[src/rtl/mem_port_arbiter.sv]
// Shares one 64-bit memory port between instruction fetch and load/store.
// Data wins over fetch within a streak limit; one transaction in flight; optional watchdog.
module mem_port_arbiter #(
  parameter int ADDR_W       = 64,
  parameter int DATA_W       = 64,
  parameter int MAX_D_STREAK = 4,
  parameter int TIMEOUT      = 256
) (
  input  logic              clk,
  input  logic              reset,
  input  logic              if_req,
  input  logic [ADDR_W-1:0] if_addr,
  output logic              if_ack,
  output logic [31:0]       if_rdata,
  output logic              if_err,
  input  logic              d_req,
  input  logic              d_we,
  input  logic [ADDR_W-1:0] d_addr,
  input  logic [DATA_W-1:0] d_wdata,
  input  logic [7:0]        d_be,
  output logic              d_ack,
  output logic [DATA_W-1:0] d_rdata,
  output logic              d_err,
  output logic              mem_req,
  output logic              mem_we,
  output logic [ADDR_W-1:0] mem_addr,
  output logic [DATA_W-1:0] mem_wdata,
  output logic [7:0]        mem_be,
  input  logic              mem_ready,
  input  logic [DATA_W-1:0] mem_rdata
);

  localparam logic [2:0] S_IDLE   = 3'd0;
  localparam logic [2:0] S_BUSY_I = 3'd1;
  localparam logic [2:0] S_BUSY_D = 3'd2;
  localparam logic [2:0] S_RESP_I = 3'd3;
  localparam logic [2:0] S_RESP_D = 3'd4;

  localparam int ST_W = (MAX_D_STREAK > 1) ? $clog2(MAX_D_STREAK + 1) : 1;
  localparam int WD_W = (TIMEOUT > 1) ? $clog2(TIMEOUT) : 1;
  localparam logic [ST_W-1:0] ST_MAX  = ST_W'(MAX_D_STREAK);
  localparam logic [WD_W-1:0] WD_LAST = (TIMEOUT > 0) ? WD_W'(TIMEOUT - 1) : '0;

  logic [2:0]        r_state;
  logic              r_memReq;
  logic              r_memWe;
  logic [ADDR_W-1:0] r_memAddr;
  logic [DATA_W-1:0] r_memWdata;
  logic [7:0]        r_memBe;
  logic [DATA_W-1:0] r_rdata;
  logic              r_ifHi;
  logic              r_ifAck;
  logic              r_dAck;
  logic              r_err;
  logic [ST_W-1:0]   r_streak;
  logic [WD_W-1:0]   r_wdog;

  logic w_grantD;
  logic w_grantI;
  logic w_timeout;
  logic w_unused;

  assign w_grantD  = d_req && (!if_req || (r_streak < ST_MAX));
  assign w_grantI  = !w_grantD && if_req;
  // Watchdog fires on the TIMEOUT-th busy cycle; mem_ready in that cycle still wins.
  assign w_timeout = (TIMEOUT > 0) && (r_wdog == WD_LAST);
  assign w_unused  = &{1'b0, if_addr[1:0], d_addr[2:0]};

  always_ff @(posedge clk) begin
    if (reset) begin
      r_state    <= S_IDLE;
      r_memReq   <= 1'b0;
      r_memWe    <= 1'b0;
      r_memAddr  <= '0;
      r_memWdata <= '0;
      r_memBe    <= '0;
      r_rdata    <= '0;
      r_ifHi     <= 1'b0;
      r_ifAck    <= 1'b0;
      r_dAck     <= 1'b0;
      r_err      <= 1'b0;
      r_streak   <= '0;
      r_wdog     <= '0;
    end else begin
      r_ifAck <= 1'b0;
      r_dAck  <= 1'b0;
      case (r_state)
        S_IDLE: begin
          r_wdog <= '0;
          if (w_grantD) begin
            r_state    <= S_BUSY_D;
            r_memReq   <= 1'b1;
            r_memWe    <= d_we;
            r_memAddr  <= {d_addr[ADDR_W-1:3], 3'b000};
            r_memWdata <= d_wdata;
            r_memBe    <= d_we ? d_be : 8'hFF;
            if (!if_req)
              r_streak <= '0;
            else if (r_streak != ST_MAX)
              r_streak <= r_streak + 1'b1;
          end else if (w_grantI) begin
            r_state    <= S_BUSY_I;
            r_memReq   <= 1'b1;
            r_memWe    <= 1'b0;
            r_memAddr  <= {if_addr[ADDR_W-1:3], 3'b000};
            r_memWdata <= '0;
            r_memBe    <= 8'hFF;
            r_ifHi     <= if_addr[2];
            r_streak   <= '0;
          end
        end
        S_BUSY_I, S_BUSY_D: begin
          if (mem_ready || w_timeout) begin
            r_memReq <= 1'b0;
            r_memWe  <= 1'b0;
            r_rdata  <= mem_ready ? mem_rdata : '0;
            r_err    <= !mem_ready;
            if (r_state == S_BUSY_D) begin
              r_state <= S_RESP_D;
              r_dAck  <= 1'b1;
            end else begin
              r_state <= S_RESP_I;
              r_ifAck <= 1'b1;
            end
          end else begin
            r_wdog <= r_wdog + 1'b1;
          end
        end
        S_RESP_I, S_RESP_D: r_state <= S_IDLE;
        default:            r_state <= S_IDLE;
      endcase
    end
  end

  assign if_ack    = r_ifAck;
  assign if_err    = r_ifAck & r_err;
  assign if_rdata  = r_ifHi ? r_rdata[63:32] : r_rdata[31:0];
  assign d_ack     = r_dAck;
  assign d_err     = r_dAck & r_err;
  assign d_rdata   = r_rdata;
  assign mem_req   = r_memReq;
  assign mem_we    = r_memWe;
  assign mem_addr  = r_memAddr;
  assign mem_wdata = r_memWdata;
  assign mem_be    = r_memBe;

endmodule

[config.mk]
export PLATFORM = sky130hd
export DESIGN_NAME = mem_port_arbiter
export DESIGN_NICKNAME = d
export VERILOG_FILES = /design/src/rtl/mem_port_arbiter.sv
export SDC_FILE = /design/constraint.sdc
export NUM_CORES = 1
export LEC_CHECK = 0
export CAP_MARGIN = 20
export CORE_AREA = 2 2 197 199
export CTS_BUF_LIST = sky130_fd_sc_hd__clkbuf_16
export CTS_CLUSTER_DIAMETER = 150
export DETAILED_ROUTE_END_ITERATION = 12
export DIE_AREA = 0 0 199 201
export GPL_ROUTABILITY_DRIVEN = 0
export PLACE_DENSITY = 0.6
export RECOVER_POWER = 100
export SYNTH_ARGS = -nofsm -noshare
export SYNTH_HDL_FRONTEND = slang
export SYNTH_SLANG_ARGS = --single-unit
[constraint.sdc]
create_clock -name clk -period 3.25 [get_ports clk]
set_input_delay 0.65 -clock clk [delete_from_list [all_inputs] [get_ports clk]]
set_output_delay 0.65 -clock clk [all_outputs]
set_load 0.01 [all_outputs]
# Word-level counts from Yosys, hierarchy flattened
# Index checks and enable logic that the tools add are counted.
dict set report word_totals {
  ff_bits 220
  input_bits 270
  elab_cells 77
}
dict set report op_classes {
  n_addsub 2
  n_lt_le_gt_ge 1
  n_eq_ne 8
  n_mux 29
  bitwise 5
  reduce_logical 19
}
# cell n
set op_table {}
lappend op_table {{two-way mux 64 bit} 5}
lappend op_table {{two-way mux 32 bit} 1}
lappend op_table {{two-way mux 8 bit} 4}
lappend op_table {{two-way mux 3 bit} 8}
lappend op_table {{one-hot mux 8 bit (2 select lines)} 1}
lappend op_table {{AND reduction 3 bit} 3}
lappend op_table {{adder 8 x 1 -> 8 bit (second input constant)} 1}
lappend op_table {{== test 8 bit (second input constant)} 1}
lappend op_table {{AND reduction 2 bit} 4}
lappend op_table {{two-way mux 1 bit} 7}
lappend op_table {{inequality test 3 bit (second input constant)} 2}
lappend op_table {{one-hot mux 3 bit (2 select lines)} 1}
lappend op_table {{inequality test 2 bit (second input constant)} 2}
lappend op_table {{one-hot mux 1 bit (2 select lines)} 2}
lappend op_table {{nonzero test 2 bit} 2}
lappend op_table {{adder 3 x 1 -> 3 bit (second input constant)} 1}
lappend op_table {{== test 3 x 1 -> 1 bit (second input constant)} 1}
lappend op_table {{== test 3 x 2 -> 1 bit (second input constant)} 1}
lappend op_table {{logical NOT 1 bit} 3}
lappend op_table {{logical NOT 3 bit} 1}
lappend op_table {{< comparator 3 bit (second input constant)} 1}
lappend op_table {{inequality test 3 x 2 -> 1 bit (second input constant)} 1}
lappend op_table {{inverter 1 bit} 3}
lappend op_table {{OR reduction 3 bit} 1}
lappend op_table {{4 further kinds} 7}

# Longest topological paths before layout
dict set report depth {
  word_depth 8
  depth_mapped 8
  depth_no_buf 5
}

# Least setup slack after synthesis
# Ideal clock, no wire load.
dict set report synth_path {
  path_type {input -> register}
  startpoint {input reset}
  endpoint {register r_memAddr[51] (netlist: mem_addr[51])}
  arrival_ns 1.828
  path_slack_ns 1.276
  path_stages 5
  n_path_buf 4
  cell_sequence {clkbuf_1 buf_2 clkbuf_1 clkbuf_1 a211oi_2}
}
# item line_no
set synth_lines {}
lappend synth_lines {{start: declaration} 10} ;# input logic reset,
lappend synth_lines {{end signal: assignment} 94} ;# r_memAddr <= {d_addr[ADDR_W-1:3], 3'b000};
lappend synth_lines {{end signal: assignment} 105} ;# r_memAddr <= {if_addr[ADDR_W-1:3], 3'b000};
lappend synth_lines {{end: declaration} 47} ;# logic [ADDR_W-1:0] r_memAddr;
# No word-level cell between the ends.

# Final worst setup path
dict set report layout_path {
  startpoint {register r_ifHi}
  endpoint {output if_rdata[13]}
}
dict set report layout_via {
  elab_chain_len 1
}
# item line_no
set layout_rtl {}
lappend layout_rtl {{start: declaration} 51} ;# logic r_ifHi;
lappend layout_rtl {{start signal: assignment} 108} ;# r_ifHi <= if_addr[2];
lappend layout_rtl {{two-way mux 32 bit} 137} ;# assign if_rdata = r_ifHi ? r_rdata[63:32] : r_rdata[31:0];
lappend layout_rtl {{end: declaration} 14} ;# output logic [31:0] if_rdata,
# Every way passes these cells.

==> out/qor.txt <==
run status -> finished with violations
failing checks -> max-capacitance violations
Post-CTS Hold Buffers -> 0
Distinct cells, synth -> 54
Fmax -> 336 MHz
DRT Pass-1 Iters -> 4
Final nets -> 1556
post-route ant nets -> 0
number of synthesized flops with an enable pin -> 0
max_cap viols -> 1
clk_lat worst skew -> 0.55 ns
CTS tree -> yes
Pleak -> 0.00631 µW
final hold viol count -> 0
CTS sink cnt -> 217
maximum vdd drop -> 0.327 mV
fin cells -> 1821
DIE AREA -> 0.0400 mm²
post-synthesis sequential element count -> 217
RSZ-0062 raised after global routing -> no
Synth top area share -> 50.9%
Die Wd -> 199 µm
synth top area cells -> dfxtp_1 (51%), mux2i_1 (7.4%), a22o_1 (6.7%)
Post-synth top flop -> dfxtp_1
# setup viols final -> 0
All-Layer GR Usage -> 15.2%
Setup crit start -> r_ifHi
Pwr Density -> 536 mW/mm²
final setup skew -> 0.0129 ns
Row Count -> 72
worst r2r dst -> d_rdata[34]
Syn Std Cell Area -> 0.00854 mm²
WP data required -> 2.60 ns
clk slew on worst S/H paths -> 0.06 ns
die height -> 201 µm
top cells by count, synth -> dfxtp_1 (217), nor2_1 (145), a22o_1 (65), a22oi_1 (64), mux2i_1 (63)
Seq/Total Area, Yosys -> 50.9%
worst reg2reg setup slack -> 0.53 ns
Slew Limit Fails -> 0
vias in the first global route -> 8193
WP buf/inv -> 2
CP cell instances -> buf_12 > mux2_2 > dlygate4sd3_1
slowest stage delay, CP -> 0.62 ns
most common cell in the netlist -> dfxtp_1
H-tree levels -> 1
CP max FO -> 21
post-CTS setup buffers -> 0
layout cells sized above 1 -> 8.84%
cts repair resizes -> 0
CTS Buf Count -> 27
Worst path top cell family by delay -> buffers and inverters
crit path DAT -> 2.33 ns
Min Clock Period, post-route -> 2.98 ns
Worst Hold Class -> reg2reg
leading area contributor after synthesis -> dfxtp_1
number of cells on the worst reg-to-reg path -> 6
synth-to-layout area growth -> 74.1%
fillers -> 3810
register area -> 0.00435 mm²
Worst setup SP type -> flop
worst-margin pin slew -> 1.49 ns
DR iter-0 viols -> 229
asr flop ratio synth -> 0%
port bufs -> 499
WHS Path Cells -> 2
reg2reg start -> r_wdog[0]
initial antenna violation count -> 5
multi-input logic area -> 0.00380 mm²
normalized max-slew margin -> 0.524%
Post-Route WL -> 32600 µm
Routed WL per cell -> 17.9 µm
hold path startpoint -> mem_req
CP Capture Type -> output pin
Vias/cell -> 4.47
largest net degree at the start of global routing -> 79
worst setup path category -> reg2out
overflow left after global routing -> 0
Tcrit/Tclk final -> 91.7%
first-pass GRT wire length -> 47600 µm
CP max-delay cell -> dlygate4sd3_1
setup TNS -> 0 ns
Min-Delay Endpoint -> mem_req
core region area -> 0.0381 mm²
Mapped Avg Cell Area -> 10.5 µm²
Placed Area -> 0.0141 mm²
Root Driver -> clkbuf_16
I/O pins -> 508
DR vias -> 8141
CTS max path bufs -> 3
placed insts -> 1771
Initial Util -> 22.4%
fin area -> 0.0149 mm²
dpl hpwl -> 23800 µm
Cells after Synth -> 816
Remaining DRCs -> 0
Hold Worst Slack -> 0.472 ns
Yosys Warn Count -> 0
placed cells by master (no fill, tap or decap), types with 4 or more instances in the layout:
master,n
dlygate4sd3_1,233
a22o_1,65
mux2i_1,63
clkbuf_16,27
a21oi_1,5
buf_12,7
nor2_1,145
o22ai_1,10
a211oi_2,26
mux2_2,30
a211oi_1,37
clkinv_1,5
clkinvlp_4,4
dfxtp_1,216
bufinv_16,4
nand3_1,10
a22oi_1,64
clkdlybuf4s50_1,265
nand2_1,10
inv_1,6
and4_1,4
state kept, by name, indices dropped and copies added (netlist names):
name	cells
d_ack	1
d_rdata	64
if_ack	1
mem_addr	61
mem_be	8
mem_req	1
mem_wdata	64
mem_we	1
r_err	1
r_ifHi	1
r_state	3
r_streak	3
r_wdog	8
tightest hold or removal path: stages, from the launching register on:
cell and delay, ns:
dfxtp_1 0.31, nand2_1 0.06, o22ai_1 0.06
layer usage:
metal / share of wire [%] / up-vias / wire, µm / global-route usage, %
li1: - / 3934 / - / -
met2: 48 / 350 / 15500 / 26.5
met5: 0.083 / - / 27 / 0
met3: 10 / 38 / 3420 / 5.88
met1: 40 / 3815 / 13100 / 17.3
met4: 1.9 / 4 / 604 / 3.84
kinds of logic (layout without fill, tap and decap cells):
logic type               count (synthesis)  in the layout  share of synthesized area [%]
AND/OR/NAND/NOR                        191            191                           9.68
flip-flops                             217            217                           50.9
buffers and inverters                   81            564                           4.73
AO/OA/AOI/OAI                          226            226                           22.4
XOR/XNOR                                 2              2                          0.205
multiplexers                            95             95                           11.6
other                                    1              5                         0.0439
adder cells (fa/ha/maj)                  3              3                          0.439
through the flow:
| stage | total power, µW | worst slack, ns | util, % |
|---|---|---|---|
| 2_1_floorplan | 4030 | 1.28 | - |
| 3_3_place_gp | 5150 | 0.517 | 36.9 |
| 3_5_place_dp | 5170 | 0.481 | 36.9 |
| 4_1_cts | 8250 | 0.324 | 39.2 |
| 5_1_grt | 8380 | 0.158 | 39.0 |
| 6_report | 7970 | 0.270 | 39.0 |
report_power, final:
part / total (µW) / leakage (µW) / internal (µW) / switching [µW]
Clock: 3010 / 0.000430 / 1820 / 1190
Combinational: 1880 / 0.00410 / 991 / 888
Sequential: 3080 / 0.00178 / 2930 / 154
Total: 7970 / 0.00631 / 5740 / 2240
worst max path at each step:
stage | cells after the start | to
CTS | 3 | if_rdata[26]
detailed placement | 6 | r_ifHi
global route | 3 | if_rdata[14]
floorplan | 5 | mem_addr[51]
global placement | 6 | r_ifHi
finish | 3 | if_rdata[13]
layout make-up:
type                            count  area share, %
Sequential cell                   217           29.2
Multi-Input combinational cell    520           25.5
Timing Repair Buffer              514           34.9
Tap cell                          518           4.36
Antenna cell                        2         0.0337
Inverter                            3         0.0757
Clock inverter                     20           1.37
Clock buffer                       27           4.54
No activity file was read; power rests on OpenSTA's default activity.
